## src/rtl/stuff_or_data_pkg.sv

```systemverilog
// -----------------------------------------------------------------------------
// stuff_or_data_pkg
// Shared definitions for the GMP mapper/demapper pair: the default field and
// payload widths, and the demapper frame-tracking state encoding.
// -----------------------------------------------------------------------------
package stuff_or_data_pkg;

    // Default width of the pm/cm fields and of the slot counters.
    localparam int MPT_W_DEF  = 8;
    // Default width of one payload word.
    localparam int DATA_W_DEF = 8;

    // ST_IDLE: waiting for a start-of-frame slot.
    // ST_RUN : inside a frame, or just finished one and expecting sof next.
    typedef enum logic {
        ST_IDLE = 1'b0,
        ST_RUN  = 1'b1
    } state_e;

endpackage

```

## src/rtl/gmp_sd_acc.sv

```systemverilog
// -----------------------------------------------------------------------------
// gmp_sd_acc
// Sigma-delta data/stuff decision shared by the GMP mapper and demapper.
// Each stepped slot adds cm to the accumulator; when the sum reaches pm the
// slot carries data and pm is subtracted back out. Over pm slots this yields
// exactly cm data slots, evenly spread, and returns the accumulator to 0.
//
// Ports
//   clk   : clock, rising edge
//   rst   : synchronous active-high reset, clears the accumulator
//   pm    : slots per frame in effect for this slot
//   cm    : data words per frame in effect for this slot
//   step  : advance the accumulator by one slot
//   clear : treat the accumulator as 0 for this slot (frame start)
//   ds    : 1 = this slot is data, 0 = stuff (meaningful only with step)
//   acc   : registered accumulator value
// -----------------------------------------------------------------------------
module gmp_sd_acc
    import stuff_or_data_pkg::*;
#(
    parameter int MPT_W = MPT_W_DEF
) (
    input  logic             clk,
    input  logic             rst,
    input  logic [MPT_W-1:0] pm,
    input  logic [MPT_W-1:0] cm,
    input  logic             step,
    input  logic             clear,
    output logic             ds,
    output logic [MPT_W-1:0] acc
);

    logic [MPT_W-1:0] acc_q;
    logic [MPT_W-1:0] acc_d;
    logic [MPT_W-1:0] base;
    logic [MPT_W:0]   sum;

    always_comb begin
        // The start slot of a frame is decided against a zero accumulator.
        base = clear ? '0 : acc_q;
        // One extra bit so acc + cm never wraps before the comparison.
        sum  = {1'b0, base} + {1'b0, cm};
        ds   = (sum >= {1'b0, pm});
        // acc stays below pm, so both results fit in MPT_W bits; the data
        // case is computed modulo 2^MPT_W, which gives the same low bits.
        acc_d = base;
        if (step) begin
            acc_d = ds ? (sum[MPT_W-1:0] - pm) : sum[MPT_W-1:0];
        end
    end

    // NOTE: sequential state uses non-blocking assignments so every flop
    // samples the values from before the clock edge.
    always_ff @(posedge clk) begin
        if (rst) begin
            acc_q <= '0;
        end else begin
            acc_q <= acc_d;
        end
    end

    assign acc = acc_q;

endmodule

```

## src/rtl/gmp_demapper.sv

```systemverilog
// -----------------------------------------------------------------------------
// gmp_demapper
// Extracts GMP payload words from a stream of slots. The frame configuration
// (pm slots, cm data words) is captured on the sof slot; gmp_sd_acc then marks
// each slot as data or stuff, and data slots are forwarded with one cycle of
// latency. Frame-alignment and configuration problems are flagged as pulses.
//
// Ports
//   clk           : clock, rising edge
//   rst           : synchronous active-high reset
//   pm, cm        : slots / data words per frame, sampled with sof
//   valid_in      : a slot is present this cycle
//   sof           : first slot of a frame (qualified by valid_in)
//   din           : slot content (data or stuff)
//   dout          : extracted data word, holds between data slots
//   dout_valid    : dout carries a new word this cycle
//   sof_out       : marks the first data word of a frame
//   frame_done    : pulse with the last slot of a frame
//   err_sof_early : sof arrived before the current frame completed
//   err_sof_late  : frame completed but the next slot carried no sof
//   cfg_err       : sof with pm = 0 or cm > pm; slot discarded
// -----------------------------------------------------------------------------
module gmp_demapper
    import stuff_or_data_pkg::*;
#(
    parameter int MPT_W  = MPT_W_DEF,
    parameter int DATA_W = DATA_W_DEF
) (
    input  logic              clk,
    input  logic              rst,
    input  logic [MPT_W-1:0]  pm,
    input  logic [MPT_W-1:0]  cm,
    input  logic              valid_in,
    input  logic              sof,
    input  logic [DATA_W-1:0] din,
    output logic [DATA_W-1:0] dout,
    output logic              dout_valid,
    output logic              sof_out,
    output logic              frame_done,
    output logic              err_sof_early,
    output logic              err_sof_late,
    output logic              cfg_err
);

    localparam logic [MPT_W-1:0] SLOT_ONE = {{(MPT_W-1){1'b0}}, 1'b1};

    state_e            state_q, state_d;
    logic [MPT_W-1:0]  slot_q, slot_d;          // slots consumed in this frame
    logic [MPT_W-1:0]  pm_q, pm_d;
    logic [MPT_W-1:0]  cm_q, cm_d;
    logic              first_q, first_d;        // no data word emitted yet
    logic [DATA_W-1:0] dout_q, dout_d;
    logic              dout_valid_q, dout_valid_d;
    logic              sof_out_q, sof_out_d;
    logic              frame_done_q, frame_done_d;
    logic              err_early_q, err_early_d;
    logic              err_late_q, err_late_d;
    logic              cfg_err_q, cfg_err_d;

    // Control decisions for the current slot, fed to the accumulator.
    logic              start;
    logic              step;
    logic              clear;
    logic              first_eff;
    logic [MPT_W-1:0]  eff_pm;
    logic [MPT_W-1:0]  eff_cm;
    logic              ds;
    logic [MPT_W-1:0]  acc_unused;

    wire cfg_ok = (pm != '0) && (cm <= pm);

    gmp_sd_acc #(
        .MPT_W (MPT_W)
    ) u_acc (
        .clk   (clk),
        .rst   (rst),
        .pm    (eff_pm),
        .cm    (eff_cm),
        .step  (step),
        .clear (clear),
        .ds    (ds),
        .acc   (acc_unused)
    );

    // Frame control. Kept free of ds so the accumulator's combinational
    // decision does not loop back into the block that drives its inputs.
    always_comb begin
        // NOTE: every signal gets a default first so no path leaves it
        // unassigned and no latch is inferred.
        state_d     = state_q;
        slot_d      = slot_q;
        pm_d        = pm_q;
        cm_d        = cm_q;
        err_early_d = 1'b0;
        err_late_d  = 1'b0;
        cfg_err_d   = 1'b0;
        start       = 1'b0;
        step        = 1'b0;
        clear       = 1'b0;
        first_eff   = first_q;
        eff_pm      = pm_q;
        eff_cm      = cm_q;

        if (valid_in) begin
            case (state_q)
                ST_IDLE: begin
                    // Slots without sof are dropped while unaligned.
                    start = sof;
                end
                ST_RUN: begin
                    if (slot_q == pm_q) begin
                        // Previous frame complete: this slot must open a new one.
                        if (sof) begin
                            start = 1'b1;
                        end else begin
                            err_late_d = 1'b1;
                            state_d    = ST_IDLE;
                        end
                    end else if (sof) begin
                        // Abandon the partial frame and resync on this slot.
                        err_early_d = 1'b1;
                        start       = 1'b1;
                    end else begin
                        step   = 1'b1;
                        slot_d = slot_q + SLOT_ONE;
                    end
                end
                default: state_d = ST_IDLE;
            endcase

            if (start) begin
                if (cfg_ok) begin
                    pm_d      = pm;
                    cm_d      = cm;
                    eff_pm    = pm;
                    eff_cm    = cm;
                    clear     = 1'b1;
                    step      = 1'b1;
                    slot_d    = SLOT_ONE;
                    first_eff = 1'b1;
                    state_d   = ST_RUN;
                end else begin
                    cfg_err_d = 1'b1;
                    state_d   = ST_IDLE;
                end
            end
        end
    end

    // Output datapath for a stepped slot.
    always_comb begin
        dout_d       = dout_q;
        dout_valid_d = 1'b0;
        sof_out_d    = 1'b0;
        frame_done_d = 1'b0;
        first_d      = first_q;

        if (step) begin
            if (ds) begin
                dout_d       = din;
                dout_valid_d = 1'b1;
                sof_out_d    = first_eff;
            end
            first_d      = first_eff & ~ds;
            frame_done_d = (slot_d == eff_pm);
        end
    end

    always_ff @(posedge clk) begin
        if (rst) begin
            state_q      <= ST_IDLE;
            slot_q       <= '0;
            pm_q         <= '0;
            cm_q         <= '0;
            first_q      <= 1'b0;
            dout_q       <= '0;
            dout_valid_q <= 1'b0;
            sof_out_q    <= 1'b0;
            frame_done_q <= 1'b0;
            err_early_q  <= 1'b0;
            err_late_q   <= 1'b0;
            cfg_err_q    <= 1'b0;
        end else begin
            state_q      <= state_d;
            slot_q       <= slot_d;
            pm_q         <= pm_d;
            cm_q         <= cm_d;
            first_q      <= first_d;
            dout_q       <= dout_d;
            dout_valid_q <= dout_valid_d;
            sof_out_q    <= sof_out_d;
            frame_done_q <= frame_done_d;
            err_early_q  <= err_early_d;
            err_late_q   <= err_late_d;
            cfg_err_q    <= cfg_err_d;
        end
    end

    assign dout          = dout_q;
    assign dout_valid    = dout_valid_q;
    assign sof_out       = sof_out_q;
    assign frame_done    = frame_done_q;
    assign err_sof_early = err_early_q;
    assign err_sof_late  = err_late_q;
    assign cfg_err       = cfg_err_q;

endmodule

```

## config.mk

```make
export PLATFORM = sky130hd
export DESIGN_NAME = gmp_demapper
export DESIGN_NICKNAME = d
export VERILOG_FILES = /design/src/rtl/stuff_or_data_pkg.sv /design/src/rtl/gmp_sd_acc.sv /design/src/rtl/gmp_demapper.sv
export SDC_FILE = /design/constraint.sdc
export NUM_CORES = 1
export LEC_CHECK = 0
export ABC_AREA = 1
export BUFFER_PORTS_ARGS = -buffer_cell sky130_fd_sc_hd__clkbuf_2
export CELL_PAD_IN_SITES_DETAIL_PLACEMENT = 2
export CELL_PAD_IN_SITES_GLOBAL_PLACEMENT = 2
export CORE_MARGIN = 2
export CORE_UTILIZATION = 30
export CTS_BUF_LIST = sky130_fd_sc_hd__clkbuf_8
export DETAILED_ROUTE_END_ITERATION = 10
export GPL_ROUTABILITY_DRIVEN = 0
export MAX_ROUTING_LAYER = met4
export PLACE_DENSITY_LB_ADDON = 0.1
export SLEW_MARGIN = 20
export SYNTH_ARGS = -nofsm -noshare
export SYNTH_HDL_FRONTEND = slang
export SYNTH_SLANG_ARGS = --single-unit
```

## constraint.sdc

```tcl
create_clock -name clk -period 7.6 [get_ports clk]
set_input_delay 1.14 -clock clk [delete_from_list [all_inputs] [get_ports clk]]
set_output_delay 1.14 -clock clk [all_outputs]
set_load 0.05 [all_outputs]
```

==> results of run 1 <==
[sequential cells by signal, summed over array words and instances (netlist names)]
register and count:
err_sof_early 1, u_acc.acc 8, pm_q 8, first_q 1, sof_out 1, state_q 1
dout 8, cfg_err 1, cm_q 8, err_sof_late 1, dout_valid 1, slot_q 8
frame_done 1
[power groups by stage]
| stage | clock (mW) | sequential (mW) | combinational (mW) |
|---|---|---|---|
| 2_1_floorplan | 0 | 0.311 | 0.232 |
| 4_1_cts | 0.202 | 0.283 | 0.341 |
| 5_1_grt | 0.211 | 0.286 | 0.383 |
| 6_report | 0.192 | 0.283 | 0.335 |
| 3_5_place_dp | 0 | 0.289 | 0.338 |
| 3_3_place_gp | 0 | 0.288 | 0.329 |
[per-layer routing]
| layer | up-vias | global-route usage | wire, µm |
|---|---|---|---|
| met5 | - | - | 0 |
| met4 | 0 | 0.0513 | 167 |
| met3 | 9 | 0.0217 | 143 |
| met2 | 18 | 0.326 | 5010 |
| met1 | 1530 | 0.236 | 4810 |
| li1 | 1599 | - | - |
[through the flow]
| step | instances | total power, mW | area, µm² | util | setup WS, ps |
|---|---|---|---|---|---|
| after floorplan | 475 | 0.543 | 3280 | - | 2640 |
| after global placement | 643 | 0.618 | 3570 | 0.332 | 1140 |
| after detailed placement | 643 | 0.627 | 3570 | 0.332 | 916 |
| after CTS | 651 | 0.826 | 3680 | 0.342 | 1240 |
| after global routing | 651 | 0.879 | 3680 | 0.342 | 582 |
| final | 651 | 0.809 | 3680 | 0.342 | 1270 |
[synthesized netlist by cell type, drive strengths merged]
cell type  instances  area share
xnor2              7       0.019
a31oi              2      0.0038
xor2               9       0.024
or2                8       0.015
o211ai             7       0.016
o21ai             23       0.040
nor4               3      0.0076
a211oi             9       0.021
a21o               1      0.0023
nor3               3      0.0046
ha                25       0.095
nand4             19       0.036
a21oi             25       0.039
clkbuf             4      0.0046
clkinv             1      0.0011
nand3             23       0.037
nand2            105        0.13
nand3b             3       0.011
fa                 2       0.012
o21bai             2      0.0046
buf               10       0.026
nor2              54       0.067
inv               82       0.094
dfxtp             48        0.29
[logic make-up after synthesis]
family | Yosys count | synth area share
buf+inv | 97 | 0.126
fa+ha+maj | 27 | 0.108
simple gates | 218 | 0.305
compound gates | 69 | 0.126
flops | 48 | 0.293
xor+xnor | 16 | 0.0427
[worst paths after layout]
kind	from	end	slack, ps	cells after the start
worst max-delay path	pm[5]	dout[7]$_SDFFE_PP0P_	1270	29
worst min-delay path	u_acc.acc[4]$_SDFF_PP0_	u_acc.acc[4]$_SDFF_PP0_	480	2
worst max register to register	cm_q[0]$_SDFF_PP0_	dout[7]$_SDFFE_PP0P_	3440	18
worst min register to register	u_acc.acc[4]$_SDFF_PP0_	u_acc.acc[4]$_SDFF_PP0_	480	2
[worst max-delay path: cells and delay by family]
kind,cells,cell delay [ps]
AO/OA/AOI/OAI,4,600
buffers and inverters,6,1350
AND/OR/NAND/NOR,15,2360
adder cells (fa/ha/maj),3,950
XOR/XNOR,1,150
[area by class of cell]
| cell class | count | share of cell area |
|---|---|---|
| clock buffer | 5 | 0.0187 |
| clock inverter | 3 | 0.0106 |
| inverter | 83 | 0.0848 |
| multi-input combinational | 330 | 0.519 |
| sequential | 48 | 0.261 |
| tap | 140 | 0.0477 |
| timing repair buffer | 42 | 0.0579 |
==> results.sh, run 1 <==
export IMPL_leakagePower_nw=1.89
export IMPL_dr_pass1_iters=4
export IMPL_crit_slowest_cell="inv_1"
export IMPL_fp_dieW_um=109
export IMPL_drtIter0Drc=101
export IMPL_vias_per_cell=4.85
export IMPL_powerDensity_mw_per_mm2=220
export IMPL_antenna_found_initial=0
export IMPL_cap_violations=0
export IMPL_postCtsResizedCells=0
export IMPL_grt_pass1_wl_um=17000
export IMPL_ioPinCount=42
export IMPL_tns_ps=0
export IMPL_cts_max_path_buffers=2
export IMPL_finalCritPeriodShare=0.833
export IMPL_layout_common_cells="98 x nand2_1, 81 x inv_1, 49 x nor2_1"
export IMPL_clkPwrFrac=0.237
export IMPL_min_period_ps=6330
export IMPL_grt_max_degree=33
export IMPL_worst_ep_arrival_time_ps=6540
export IMPL_overflow=0
export IMPL_switching_share=0.406
export IMPL_worst_pin_slew_ps=949
export IMPL_synth_cell_types=38
export IMPL_numCtsBuffers=5
export IMPL_register_area_um2=961
export IMPL_syn_area_mm2=0.00328
export IMPL_layout_commonest_cell="nand2_1"
export IMPL_io_buffers=41
export IMPL_startpoint_type="input port"
export IMPL_seq_power_share=0.350
export IMPL_cts_root_buffer="clkbuf_8"
export IMPL_areaGrowthSynthToFinish_pct=12.0
export IMPL_dp_hpwl_um=8240
export IMPL_clock_skew_ps=9.56
export IMPL_worst_path_max_fanout=30
export IMPL_grt_use_total=0.190
export IMPL_critPathCaptureType="register"
export IMPL_start_util=0.305
export IMPL_core_area_mm2=0.0107
export IMPL_rsz0062_at_grt="false"
export IMPL_status="completed"
export IMPL_min_path_type="register to register"
export IMPL_postRouteAntennaNets=0
export IMPL_cts_sinks=48
export IMPL_wl_per_cell_um=15.5
export IMPL_wirelength_um=10100
export IMPL_whs_ps=478
export IMPL_drc=0
export IMPL_layout_nets=565
export IMPL_grt_pass1_vias=3394
export IMPL_synth_fp_nets=530
export IMPL_final_fill_count=1331
export IMPL_clk_pin_slew_ps=100
export IMPL_seq_area_frac_synth=0.293
export IMPL_multi_input_area_mm2=0.00191
export IMPL_floorplan_rows=38
export IMPL_maxSlewHeadroom=0.367
export IMPL_clock_latency_ps=310
export IMPL_p_int_mw=0.481
export IMPL_power_switching_mw=0.328
export IMPL_num_vias=3156
export IMPL_power_share_combinational=0.414
export IMPL_yosys_warnings=0
export IMPL_maxSlewViolCount=0
export IMPL_crit_type="input port to register"
export IMPL_htree_levels=2
export IMPL_peakVddDrop_v=0.0000862
export IMPL_cpPeakStageDelay_ps=700
export IMPL_ctsHoldBuffers=0
export IMPL_tritoncts="built"
export IMPL_drive_gt1_frac=0.155
export IMPL_synth_avg_cell_area_um2=6.91
export IMPL_setup_viol=0
export IMPL_postCtsSetupBuffers=0
export IMPL_die_height_um=109
export IMPL_crit_required_ps=7810
export IMPL_n_antenna_cell=0
export IMPL_dieArea_mm2=0.0118
export IMPL_hold_violations=0
export IMPL_synthesis_instances=475
export IMPL_ys_ff_latch=48
export IMPL_fmax_mhz=158
No activity file was read; power rests on OpenSTA's default activity.
==> run 2: changes to the inputs <==
Clock period 7.6 ns to 5.5 ns, I/O delays scaled along.
==> results.sh, run 2 (synthesis gave the netlist of run 1 again) <==
export IMPL_status="completed"
export IMPL_crit_start="pm[7]"
export IMPL_postRouteAntennaNets=0
export IMPL_core_area_mm2=0.0107
export IMPL_worst_path_max_fanout=9
export IMPL_clk_pin_slew_ps=100
export IMPL_cts_sinks=48
export IMPL_overflow=0
export IMPL_worst_pin_slew_ps=558
export IMPL_crit_type="input port to register"
export IMPL_tns_ps=0
export IMPL_htree_levels=2
export IMPL_min_period_ps=4860
export IMPL_postCtsResizedCells=0
export IMPL_grt_max_degree=33
export IMPL_dr_pass1_iters=4
export IMPL_fmax_mhz=206
export IMPL_grt_pass1_vias=3492
export IMPL_place_area_mm2=0.00361
export IMPL_antenna_found_initial=0
export IMPL_clock_latency_ps=320
export IMPL_numCtsBuffers=5
export IMPL_whs_ps=482
export IMPL_drc=0
export IMPL_cts_max_path_buffers=2
export IMPL_hold_violations=0
export IMPL_hold_start="u_acc.acc[4]$_SDFF_PP0_"
export IMPL_clock_skew_ps=13.1
export IMPL_drive_gt1_frac=0.167
export IMPL_die_height_um=109
export IMPL_num_vias=3168
export IMPL_maxSlewViolCount=0
export IMPL_layout_commonest_cell="nand2_1"
export IMPL_n_antenna_cell=0
export IMPL_grt_use_total=0.196
export IMPL_layout_common_cells="98 x nand2_1, 80 x inv_1, 49 x nor2_1"
export IMPL_dp_hpwl_um=8350
export IMPL_cap_violations=0
export IMPL_ctsHoldBuffers=0
export IMPL_post_place_ws_ps=193
export IMPL_vias_per_cell=4.83
export IMPL_postCtsSetupBuffers=0
export IMPL_io_buffers=41
export IMPL_finalCritPeriodShare=0.885
export IMPL_crit_required_ps=5720
export IMPL_grt_pass1_wl_um=17300
export IMPL_peakVddDrop_v=0.000180
export IMPL_wirelength_um=10200
export IMPL_tritoncts="built"
export IMPL_design_area_mm2=0.00372
export IMPL_dieArea_mm2=0.0118
export IMPL_floorplan_rows=38
export IMPL_leakagePower_nw=1.91
export IMPL_rsz0062_at_grt="false"
export IMPL_worst_ep_arrival_time_ps=5080
export IMPL_dp_cells=648
export IMPL_layout_nets=570
export IMPL_drtIter0Drc=76
export IMPL_start_util=0.305
export IMPL_ioPinCount=42
export IMPL_min_path_type="register to register"
export IMPL_powerDensity_mw_per_mm2=308
export IMPL_areaGrowthSynthToFinish_pct=13.5
export IMPL_wl_per_cell_um=15.6
export IMPL_fin_ws_ps=635
export IMPL_critPathCaptureType="register"
export IMPL_setup_viol=0
export IMPL_maxSlewHeadroom=0.624
export IMPL_fp_dieW_um=109
export IMPL_r2r_start="cm_q[0]$_SDFF_PP0_"
export IMPL_startpoint_type="input port"
export IMPL_cts_root_buffer="clkbuf_8"
export IMPL_layout_cells_non_filler=656
[run 2: changes by cell type in the layout (fill, tap and decap cells not counted)]
cell / change
clkinv_1: -1
clkinvlp_4: +2
inv_1: -1
inv_6: +1
clkinv_2: -1
buf_4: +5
[run 2: cell type report]
cell class	count	area [µm²]
Timing Repair Buffer	47	250
Sequential cell	48	961
Tap cell	140	175
Inverter	83	315
Multi-Input combinational cell	330	1910
Clock buffer	5	68.8
Clock inverter	3	46.3
Fill cell	1337	7020
[run 2: worst max-delay path, cell delays in order]
cell        delay (ps)
clkbuf_2           100
inv_1               90
ha_1               310
nand2_1             90
nor2_2             140
nand2_1             60
nand2_1             60
nand2_2            100
nand3_2             90
inv_1              120
or2_2              290
inv_1               70
a21oi_1             50
ha_1               240
fa_1               410
nand3_1            100
nand2_1             80
a21oi_1            210
xor2_1             220
ha_1               320
a21oi_1            170
o211ai_1           130
nand2_1             80
nand3_1            150
nand2_1            170
clkinvlp_4         190
nor2_1             130
nor2_1              60
[run 2: metal layers]
| layer | routed length [µm] | GRT usage | share of wire |
|---|---|---|---|
| met1 | 4900 | 0.242 | 0.48 |
| met2 | 5110 | 0.341 | 0.50 |
| met3 | 148 | 0.0253 | 0.014 |
| met4 | 97 | 0.0412 | 0.0095 |
| met5 | 0 | - | 0 |
[run 2: path summary, 6_finish.rpt]
check / to / slack (ps) / cells after the start
worst min-delay path: u_acc.acc[4]$_SDFF_PP0_ / 480 / 2
worst max-delay path: dout[3]$_SDFFE_PP0P_ / 640 / 28
worst min register to register: u_acc.acc[4]$_SDFF_PP0_ / 480 / 2
worst max register to register: dout[3]$_SDFFE_PP0P_ / 2020 / 18
[run 2: metrics by stage]
step | total power [mW] | util
after global routing | 1.25 | 0.347
after CTS | 1.17 | 0.346
final | 1.15 | 0.347
after floorplan | 0.751 | -
after detailed placement | 0.879 | 0.336
after global placement | 0.866 | 0.336
[run 2: power breakdown]
| part | internal (mW) | total [mW] | switching (mW) |
|---|---|---|---|
| Clock | 0.137 | 0.279 | 0.142 |
| Sequential | 0.375 | 0.392 | 0.0162 |
| Combinational | 0.165 | 0.475 | 0.310 |
